## src/rtl/ahb_lite_master.sv

```systemverilog
// AHB-Lite initiator: turns single commands into pipelined NONSEQ/SEQ/BUSY bursts.
// Optional data-phase timeout is compiled in when AHB_MASTER_TIMEOUT_EN is defined.
module ahb_lite_master #(
    parameter int unsigned TIMEOUT_CYC = 16
) (
    input  logic        HCLK,
    input  logic        HRESET_n,
    input  logic        cmd_valid,
    output logic        cmd_ready,
    input  logic [31:0] cmd_addr,
    input  logic        cmd_write,
    input  logic [2:0]  cmd_burst,
    input  logic [2:0]  cmd_size,
    input  logic [4:0]  cmd_len,
    input  logic [31:0] wr_data,
    input  logic        wr_valid,
    output logic        wr_ready,
    output logic [31:0] rd_data,
    output logic        rd_valid,
    output logic        done,
    output logic        err,
    output logic        err_timeout,
    output logic [1:0]  HTRANS,
    output logic [2:0]  HBURST,
    output logic [2:0]  HSIZE,
    output logic        HWRITE,
    output logic [31:0] HADDR,
    output logic [31:0] HWDATA,
    input  logic [31:0] HRDATA,
    input  logic        HREADY,
    input  logic [1:0]  HRESP
);

    localparam logic [1:0] TrIdle   = 2'b00;
    localparam logic [1:0] TrBusy   = 2'b01;
    localparam logic [1:0] TrNonseq = 2'b10;
    localparam logic [1:0] TrSeq    = 2'b11;

    localparam logic [2:0] BurstSingle = 3'b000;
    localparam logic [2:0] BurstIncr   = 3'b001;
    localparam logic [2:0] BurstWrap4  = 3'b010;
    localparam logic [2:0] BurstIncr4  = 3'b011;
    localparam logic [2:0] BurstWrap8  = 3'b100;
    localparam logic [2:0] BurstIncr8  = 3'b101;

    localparam logic [1:0] RespError = 2'b01;

    typedef enum logic [2:0] {StIdle, StAddr, StBurst, StLast, StErr} state_e;

    state_e      state_q, state_d;
    logic [31:0] addr_q, addr_d;
    logic [4:0]  left_q, left_d;
    logic        dp_q, dp_d;
    logic        hold_q, hold_d;
    logic [31:0] hwdata_q, hwdata_d;
    logic [31:0] rd_data_q, rd_data_d;
    logic        rd_valid_q, rd_valid_d;
    logic        done_q, done_d;
    logic        err_q, err_d;
    logic        err_to_q, err_to_d;
    logic        cmd_ready_q, cmd_ready_d;

    logic [2:0]  burst_q, size_q;
    logic        write_q;
    logic [4:0]  beats_q;

    logic        cap;
    logic        cmd_illegal;
    logic [1:0]  htrans;
    logic        accept, dp_done, dp_error;
    logic [31:0] incr_addr, wrap_mask, next_addr;
    logic        is_wrap;

    function automatic logic [4:0] beat_count(input logic [2:0] burst, input logic [4:0] len);
        case (burst)
            BurstIncr:              beat_count = len;
            BurstWrap4, BurstIncr4: beat_count = 5'd4;
            BurstWrap8, BurstIncr8: beat_count = 5'd8;
            default:                beat_count = 5'd1;
        endcase
    endfunction

    always_comb begin
        cmd_illegal = 1'b0;
        if (cmd_burst[2:1] == 2'b11) cmd_illegal = 1'b1;
        if (cmd_size > 3'd2) cmd_illegal = 1'b1;
        if (cmd_burst == BurstIncr && cmd_len == 5'd0) cmd_illegal = 1'b1;
        if (cmd_size == 3'd1 && cmd_addr[0]) cmd_illegal = 1'b1;
        if (cmd_size == 3'd2 && cmd_addr[1:0] != 2'b00) cmd_illegal = 1'b1;
    end

    // Wrapping bursts keep the upper address bits and wrap the low bits inside the block.
    assign is_wrap   = (burst_q == BurstWrap4) || (burst_q == BurstWrap8);
    assign incr_addr = addr_q + (32'd1 << size_q);
    assign wrap_mask = ({27'd0, beats_q} << size_q) - 32'd1;
    assign next_addr = is_wrap ? ((addr_q & ~wrap_mask) | (incr_addr & wrap_mask)) : incr_addr;

`ifdef AHB_MASTER_TIMEOUT_EN
    localparam logic [15:0] ToLast = 16'(TIMEOUT_CYC - 1);
    logic [15:0] to_cnt_q, to_cnt_d;

    always_ff @(posedge HCLK or negedge HRESET_n) begin
        if (!HRESET_n) to_cnt_q <= '0;
        else           to_cnt_q <= to_cnt_d;
    end
`else
    logic unused_timeout_cfg;
    assign unused_timeout_cfg = (TIMEOUT_CYC != 0);
`endif

    always_comb begin
        state_d    = state_q;
        addr_d     = addr_q;
        left_d     = left_q;
        dp_d       = dp_q;
        hwdata_d   = hwdata_q;
        rd_data_d  = rd_data_q;
        rd_valid_d = 1'b0;
        done_d     = 1'b0;
        err_d      = 1'b0;
        err_to_d   = 1'b0;
        cap        = 1'b0;

        // A write beat only goes out with data available; once driven it is held until taken.
        case (state_q)
            StAddr:  htrans = (hold_q || !write_q || wr_valid) ? TrNonseq : TrIdle;
            StBurst: htrans = (hold_q || !write_q || wr_valid) ? TrSeq : TrBusy;
            default: htrans = TrIdle;
        endcase

        dp_done  = dp_q && HREADY;
        dp_error = dp_q && (HRESP == RespError);
        accept   = HREADY && htrans[1] && !dp_error;
        hold_d   = htrans[1] && !HREADY;

        if (accept) begin
            addr_d = next_addr;
            left_d = left_q - 5'd1;
            if (write_q) hwdata_d = wr_data;
        end
        if (HREADY) dp_d = accept;
        if (dp_done && !dp_error && !write_q) begin
            rd_data_d  = HRDATA;
            rd_valid_d = 1'b1;
        end

        case (state_q)
            StIdle: begin
                if (cmd_valid && cmd_ready_q) begin
                    if (cmd_illegal) begin
                        done_d = 1'b1;
                        err_d  = 1'b1;
                    end else begin
                        cap     = 1'b1;
                        state_d = StAddr;
                        addr_d  = cmd_addr;
                        left_d  = beat_count(cmd_burst, cmd_len);
                    end
                end
            end
            StAddr, StBurst: begin
                if (accept) state_d = (left_q == 5'd1) ? StLast : StBurst;
            end
            StLast: begin
                if (dp_done && !dp_error) begin
                    state_d = StIdle;
                    done_d  = 1'b1;
                end
            end
            StErr: begin
                if (HREADY) begin
                    state_d = StIdle;
                    done_d  = 1'b1;
                    err_d   = 1'b1;
                end
            end
            default: state_d = StIdle;
        endcase

        // ERROR cancels the pending beat; an ERROR already completing with HREADY ends at once.
        if (dp_error && state_q != StErr) begin
            hold_d = 1'b0;
            if (HREADY) begin
                state_d = StIdle;
                done_d  = 1'b1;
                err_d   = 1'b1;
            end else begin
                state_d = StErr;
            end
        end

`ifdef AHB_MASTER_TIMEOUT_EN
        to_cnt_d = '0;
        if (dp_q && !HREADY) begin
            if (to_cnt_q == ToLast) begin
                state_d    = StIdle;
                dp_d       = 1'b0;
                hold_d     = 1'b0;
                done_d     = 1'b1;
                err_d      = 1'b1;
                err_to_d   = 1'b1;
                rd_valid_d = 1'b0;
            end else begin
                to_cnt_d = to_cnt_q + 16'd1;
            end
        end
`endif

        // Ready is withheld during the done pulse so commands never overlap.
        cmd_ready_d = (state_d == StIdle) && !done_d;
    end

    always_ff @(posedge HCLK or negedge HRESET_n) begin
        if (!HRESET_n) begin
            state_q     <= StIdle;
            addr_q      <= '0;
            left_q      <= '0;
            dp_q        <= 1'b0;
            hold_q      <= 1'b0;
            hwdata_q    <= '0;
            rd_data_q   <= '0;
            rd_valid_q  <= 1'b0;
            done_q      <= 1'b0;
            err_q       <= 1'b0;
            err_to_q    <= 1'b0;
            cmd_ready_q <= 1'b0;
        end else begin
            state_q     <= state_d;
            addr_q      <= addr_d;
            left_q      <= left_d;
            dp_q        <= dp_d;
            hold_q      <= hold_d;
            hwdata_q    <= hwdata_d;
            rd_data_q   <= rd_data_d;
            rd_valid_q  <= rd_valid_d;
            done_q      <= done_d;
            err_q       <= err_d;
            err_to_q    <= err_to_d;
            cmd_ready_q <= cmd_ready_d;
        end
    end

    always_ff @(posedge HCLK or negedge HRESET_n) begin
        if (!HRESET_n) begin
            burst_q <= '0;
            size_q  <= '0;
            write_q <= 1'b0;
            beats_q <= '0;
        end else if (cap) begin
            burst_q <= cmd_burst;
            size_q  <= cmd_size;
            write_q <= cmd_write;
            beats_q <= beat_count(cmd_burst, cmd_len);
        end
    end

    assign cmd_ready   = cmd_ready_q;
    assign wr_ready    = accept && write_q;
    assign rd_data     = rd_data_q;
    assign rd_valid    = rd_valid_q;
    assign done        = done_q;
    assign err         = err_q;
    assign err_timeout = err_to_q;
    assign HTRANS      = htrans;
    assign HBURST      = burst_q;
    assign HSIZE       = size_q;
    assign HWRITE      = write_q;
    assign HADDR       = addr_q;
    assign HWDATA      = hwdata_q;

endmodule

```

## config.mk

```make
export PLATFORM = sky130hd
export DESIGN_NAME = ahb_lite_master
export DESIGN_NICKNAME = d
export VERILOG_FILES = /design/src/rtl/ahb_lite_master.sv
export SDC_FILE = /design/constraint.sdc
export NUM_CORES = 1
export LEC_CHECK = 0
export CAP_MARGIN = 40
export CORE_AREA = 4 4 152 154
export CTS_CLUSTER_DIAMETER = 30
export DETAILED_ROUTE_END_ITERATION = 12
export DIE_AREA = 0 0 156 158
export PLACE_DENSITY = 0.59
export RECOVER_POWER = 100
export SLEW_MARGIN = 5
export SYNTH_ARGS = -nofsm -noshare
export SYNTH_HDL_FRONTEND = slang
export SYNTH_SLANG_ARGS = --single-unit
```

## constraint.sdc

```tcl
create_clock -name HCLK -period 3.9 [get_ports HCLK]
set_input_delay 0.585 -clock HCLK [delete_from_list [all_inputs] [get_ports HCLK]]
set_output_delay 0.585 -clock HCLK [all_outputs]
set_load 0.01 [all_outputs]
```

======== After elaboration in Yosys (flattened, before gate mapping) ========
Cells that the tools add are included.
Widths: inputs -> output; s select.
word-level totals
  bits of input ports ..................... 115
  output and inout port bits .............. 111
  word-level logic and storage cells ...... 113
  register bits after elaboration ......... 122
operators by class
  magnitude comparators ................... 1
  reduce and logical (&&, ||, !) cells .... 29
  muxes and demuxes ....................... 42
  shifts and indexed selects .............. 2
  bitwise logic cells ..................... 4
  eq/ne operators ......................... 17
  add/sub/neg operators ................... 3
operator list
  operator               number
  $mux 32                5
  $and 32x32->32         2
  $add 32x32->32         1
  $not 32->32            1
  $or 32x32->32          1
  $shl 1x3->32 const A   1
  $shl 5x3->32           1
  $sub 32x1->32 const B  1
  $mux 3                 7
  $mux 5                 4
  $mux 1                 19
  $eq 3x2->1 const B     6
  $pmux 5 s3             1
  $logic_and 1x1->1      14
  $eq 3x3->1 const B     4
  $pmux 3 s4             1
  $eq 3x1->1 const B     3
  $logic_not 3->1        2
  $reduce_or 2->1        3
  $eq 5x1->1 const B     1
  $logic_not 5->1        1
  $sub 5x1->5 const B    1
  $logic_not 1->1        4
  $mux 2                 2
  10 further kinds       12

======== Logic depth before layout (Yosys ltp) ========
  word-level depth ........................ 13
  depth in mapped cells ................... 14
  gate-level depth less buffers ........... 10

======== Worst setup path after synthesis ========
Ideal clock, no wire load.
  path kind ............................... reg2reg
  start ................................... register size_q[2], in the netlist HSIZE[2]
  end ..................................... register addr_q[20], in the netlist HADDR[20]
  period minus slack after synthesis ...... 3.406 ns
  setup slack ............................. 0.494 ns
  buffers on the path ..................... 4
  library setup time ...................... 0.126 ns
  cell stages (with the launch flop) ...... 15
  data required time ...................... 3.774 ns
  arrival time ............................ 3.280 ns
  cells stage by stage .................... dfrtp_1 > clkbuf_1 > clkbuf_1 > buf_1 > nor3_1 > ha_1 > fa_1 > a21o_1 > a21oi_1 > nor2_1 > o311a_1 > buf_4 > nand2_2 > nor3_1 > a221o_1
on the way
  cells in the longest elaborated chain, start to end .. 10
  elaborated cells between the ends (all ways) .. 13
  classes of those cells .................. add/sub (2); shift (2); mux (5); bitwise (4)
ends and longest elaborated chain
  element                 line  RTL
  from (decl)             63    logic [2:0] burst_q, size_q;
  from (signal assigned)  251   size_q <= cmd_size;
  $shl 5x3->32            95    assign wrap_mask = ({27'd0, beats_q} << size_q) - 32'd1;
  $sub 32x1->32           95
  $not 32->32             96    assign next_addr = is_wrap ? ((addr_q & ~wrap_mask) | (incr_addr & wrap_mask)) : incr_addr;
  $and 32x32->32          96
  $or 32x32->32           96
  $mux 32 *               96
  $mux 32 *               136   if (accept) begin
  $mux 32                 150   if (cmd_illegal) begin
  $mux 32                 149   if (cmd_valid && cmd_ready_q) begin
  $mux 32 *               147   case (state_q)
  via addr_d[20]          51    logic [31:0] addr_q, addr_d;
  to (signal assigned)    229   addr_q <= addr_d;
  to (decl)               51
Mark *: on every way through the listed nets, which the timed path passes. The rest lies on a longest branch.
A chain may end at the register's enable or synchronous reset.

======== Worst setup path in the final report ========
  start ................................... register size_q[2], in the netlist HSIZE[2]
  end ..................................... register addr_q[30], in the netlist HADDR[30]
The elaborated chain is that of the path after synthesis.

==> summary.md <==
| Metric | Value |
|---|---|
| DR vias | `5663` |
| Num rows | `54` |
| Avg WL per Cell | `17.4 microns` |
| Final period util | `88.4%` |
| Number of antenna-violating nets in the routed design | `0` |
| Largest net degree at the start of global routing | `51` |
| Initial DRC count | `413` |
| Nets@finish | `986` |
| CTS tree | `yes` |
| Leakage | `0.00400 uW` |
| Final Slew Violations | `121` |
| CP Class | `reg -> reg` |
| Area Growth Syn to Fin | `48.4%` |
| Synth warn | `0` |
| Max Clk Rate | `0.290 GHz` |
| TritonCTS Sinks | `122` |
| GPL Wtd Cong | `0.838` |
| Status | `complete, but fails checks` |
| Clk buf depth | `2` |
| Vias per inst | `4.93` |
| RSZ-0062 raised after global routing | `no` |
| Syn_area_per_cell | `10.2 sq um` |
| Clock-pin slew on the worst setup and hold paths | `0.06 ns` |
| Max IR drop VDD | `0.373 mV` |
| DRC violations left | `0` |
| # IOs | `226` |
| CTS root buffer | `clkbuf_16` |
| Max-slew headroom | `-92.1%` |
| Crit path time final | `3.45 ns` |
| CTS Buf Count | `17` |
| Final hold violation count | `0` |
| Final WL | `20000 microns` |
| Initial core utilization | `29.7%` |
| Share of cells above drive strength 1 | `10.7%` |
| Worst-margin pin slew | `2.88 ns` |
| Die Height | `158 microns` |
| Vias in the first global route | `5766` |
| H-tree depth | `4` |
| I/O Buffers | `224` |
| Worst Hold Class | `reg -> reg` |
| Die width | `156 microns` |
| Hold-fix buffers at CTS | `0` |
| Antenna cells | `0` |
| Critical Path Sink Type | `flip-flop` |
| Worst EP arrival | `3.77 ns` |
| Initial antenna violation count | `1` |
| TNS Setup | `0 ns` |
| Layout Skew | `0.0116 ns` |
| Post-Syn Instances | `634` |
| Max-cap violations | `3` |
| Netlist cell types | `64` |
| GRT Total Usage | `16.2%` |
| EDFF count, synth | `0` |
| Register area share after synthesis | `47.4%` |
| #FFs+latches synth | `122` |
| Startpoint types | `flip-flop` |
| First-pass GRT wire length | `31500 microns` |
| Critical Path RT | `4.23 ns` |
| Power Density | `793 nW/um^2` |
| Final Setup Violations | `0` |
| Core area | `21700 sq um` |
| First-pass iteration count of the detailed router | `5` |
| Max FO, Critical Path | `24` |
| Worst-Skew Late Latency | `0.42 ns` |
| Post-Syn Nets | `765` |
| Pwr Total | `7580 uW` |
| Cts repair resizes | `0` |
| Main synth FF type | `dfrtp_1` |
| Post-DP HPWL | `14700 microns` |
| Number of setup buffers added after CTS | `0` |
| Mapped Area | `6440 sq um` |
| Die Area | `24600 sq um` |
| Violated checks | `capacitance limit, slew limit` |
| Overflow left after global routing | `0` |
| Async set or reset register ratio after synthesis | `100%` |
-- sequential cells by signal, indices dropped and copies added, names as in the netlist --
signal and flops:
HADDR 32, HWDATA 32, rd_data 32, beats_q 5, left_q 5, HBURST 3
HSIZE 3, state_q 3, HWRITE 1, cmd_ready 1, done 1, dp_q 1
err 1, hold_q 1, rd_valid 1
-- cell usage after synthesis (3+ instances only) --
cell / number / area [sq um]
dfrtp_1: 122 / 3050
nand2_1: 64 / 240
mux2_2: 45 / 507
nor2_1: 37 / 139
a21oi_1: 30 / 150
clkbuf_1: 27 / 101
o21ai_0: 27 / 135
xnor2_1: 23 / 201
mux2_1: 21 / 236
nor3_1: 21 / 105
nand3_1: 17 / 85.1
o21ai_1: 17 / 85.1
ha_1: 15 / 188
inv_1: 15 / 56.3
a31oi_1: 11 / 68.8
xor2_1: 11 / 96.3
mux2i_1: 10 / 100
nand2b_1: 8 / 50.1
nand4_1: 8 / 50.1
and3_1: 7 / 43.8
nor4_1: 7 / 43.8
a211oi_1: 6 / 45.0
buf_1: 5 / 18.8
o211ai_1: 5 / 37.5
o22ai_1: 5 / 31.3
a21o_1: 4 / 30.0
nor2b_1: 4 / 25.0
or3_1: 4 / 25.0
a22oi_1: 3 / 22.5
a2bb2oi_1: 3 / 26.3
and2_1: 3 / 18.8
buf_2: 3 / 15.0
-- critical path: stages (launching register included) --
cell and delay [ns]:
dfrtp_1 0.42, clkbuf_1 0.76, nor2_1 0.13, ha_1 0.37, a21oi_1 0.15, nor2_1 0.20
o311a_1 0.43, nand2_1 0.16, or4_1 0.53, a31oi_1 0.18
-- layout by cell type, fill, tap and decap left out, drive strengths merged, types with 4 or more instances in the layout --
cell type,n
mux2,66
nand3,17
or3,4
nand2,65
nand4,8
ha,15
nor2b,4
dfrtp,122
dlygate4sd3,110
and3,8
a31oi,11
buf,7
nand2b,8
nor2,37
a211oi,6
inv,23
xnor2,23
a21o,4
clkbuf,26
xor2,11
o21ai,44
nor4,7
a21oi,30
o22ai,5
clkdlybuf4s50,113
clkinv,7
nor3,21
o211ai,5
mux2i,10
-- per-stage QoR --
stage / worst slack, ns / std cells / cell area, sq um / util (%) / hold WS (ns)
4_1_cts: 0.700 / 1148 / 9590 / 44.2 / 0.228
5_1_grt: 0.247 / 1148 / 9560 / 44.1 / 0.508
2_1_floorplan: 0.494 / 634 / 6440 / - / 0.289
3_5_place_dp: 0.550 / 1116 / 9010 / 41.5 / 0.480
6_report: 0.454 / 1148 / 9560 / 44.1 / 0.481
3_3_place_gp: 0.590 / 1116 / 9010 / 41.5 / 0.474
-- worst paths after layout --
check	from	to	slack, ns	cells past startpoint
worst max register to register	HSIZE[2]$_DFFE_PN0P_	HADDR[30]$_DFF_PN0_	0.45	9
worst min register to register	HWDATA[28]$_DFFE_PN0P_	HWDATA[28]$_DFFE_PN0P_	0.48	1
worst max-delay path	HSIZE[2]$_DFFE_PN0P_	HADDR[30]$_DFF_PN0_	0.45	9
max in group asynchronous	HRESET_n	HWDATA[7]$_DFFE_PN0P_	0.96	2
worst min-delay path	HWDATA[28]$_DFFE_PN0P_	HWDATA[28]$_DFFE_PN0P_	0.48	1
min in group asynchronous	HRESET_n	HADDR[31]$_DFF_PN0_	1.09	1
-- cells by family (layout without fill, tap and decap cells) --
logic type / count (synthesis) / in the layout / synth area share (%)
and+or+nand+nor: 193 / 193 / 14.4
AOI/OAI and AO/OA: 138 / 138 / 13.9
DFF: 122 / 122 / 47.4
muxes: 76 / 76 / 13.1
buffers and inverters: 54 / 288 / 3.32
xor gates and xnor gates: 34 / 34 / 4.62
adders and majority gates: 16 / 16 / 3.22
other: 1 / 1 / 0.0582
-- area by class of cell --
cell class	instances	area (sq um)
fill	2098	12100
multi-input combinational	458	3170
sequential	122	3050
timing repair buffer	239	2330
clock buffer	17	425
tap	280	350
clock inverter	15	155
inverter	17	63.8
-- where the power goes --
group	switching (uW)	internal [uW]	leakage (uW)	total (uW)
sequential	487	1870	0.00151	2350
clock	664	902	0.000285	1570
combinational	1840	1820	0.00221	3660
-- layer usage --
layer  part of all wire [%]  global-route usage [%]  vias to the layer above
li1                       -                       -                     2737
met4                    1.4                    4.59                        2
met2                     49                    26.5                      196
met1                     42                    20.7                     2706
met5                  0.065                       0                        -
met3                    7.3                    4.89                       22
Note: power is estimated with default switching activity, not from simulation.
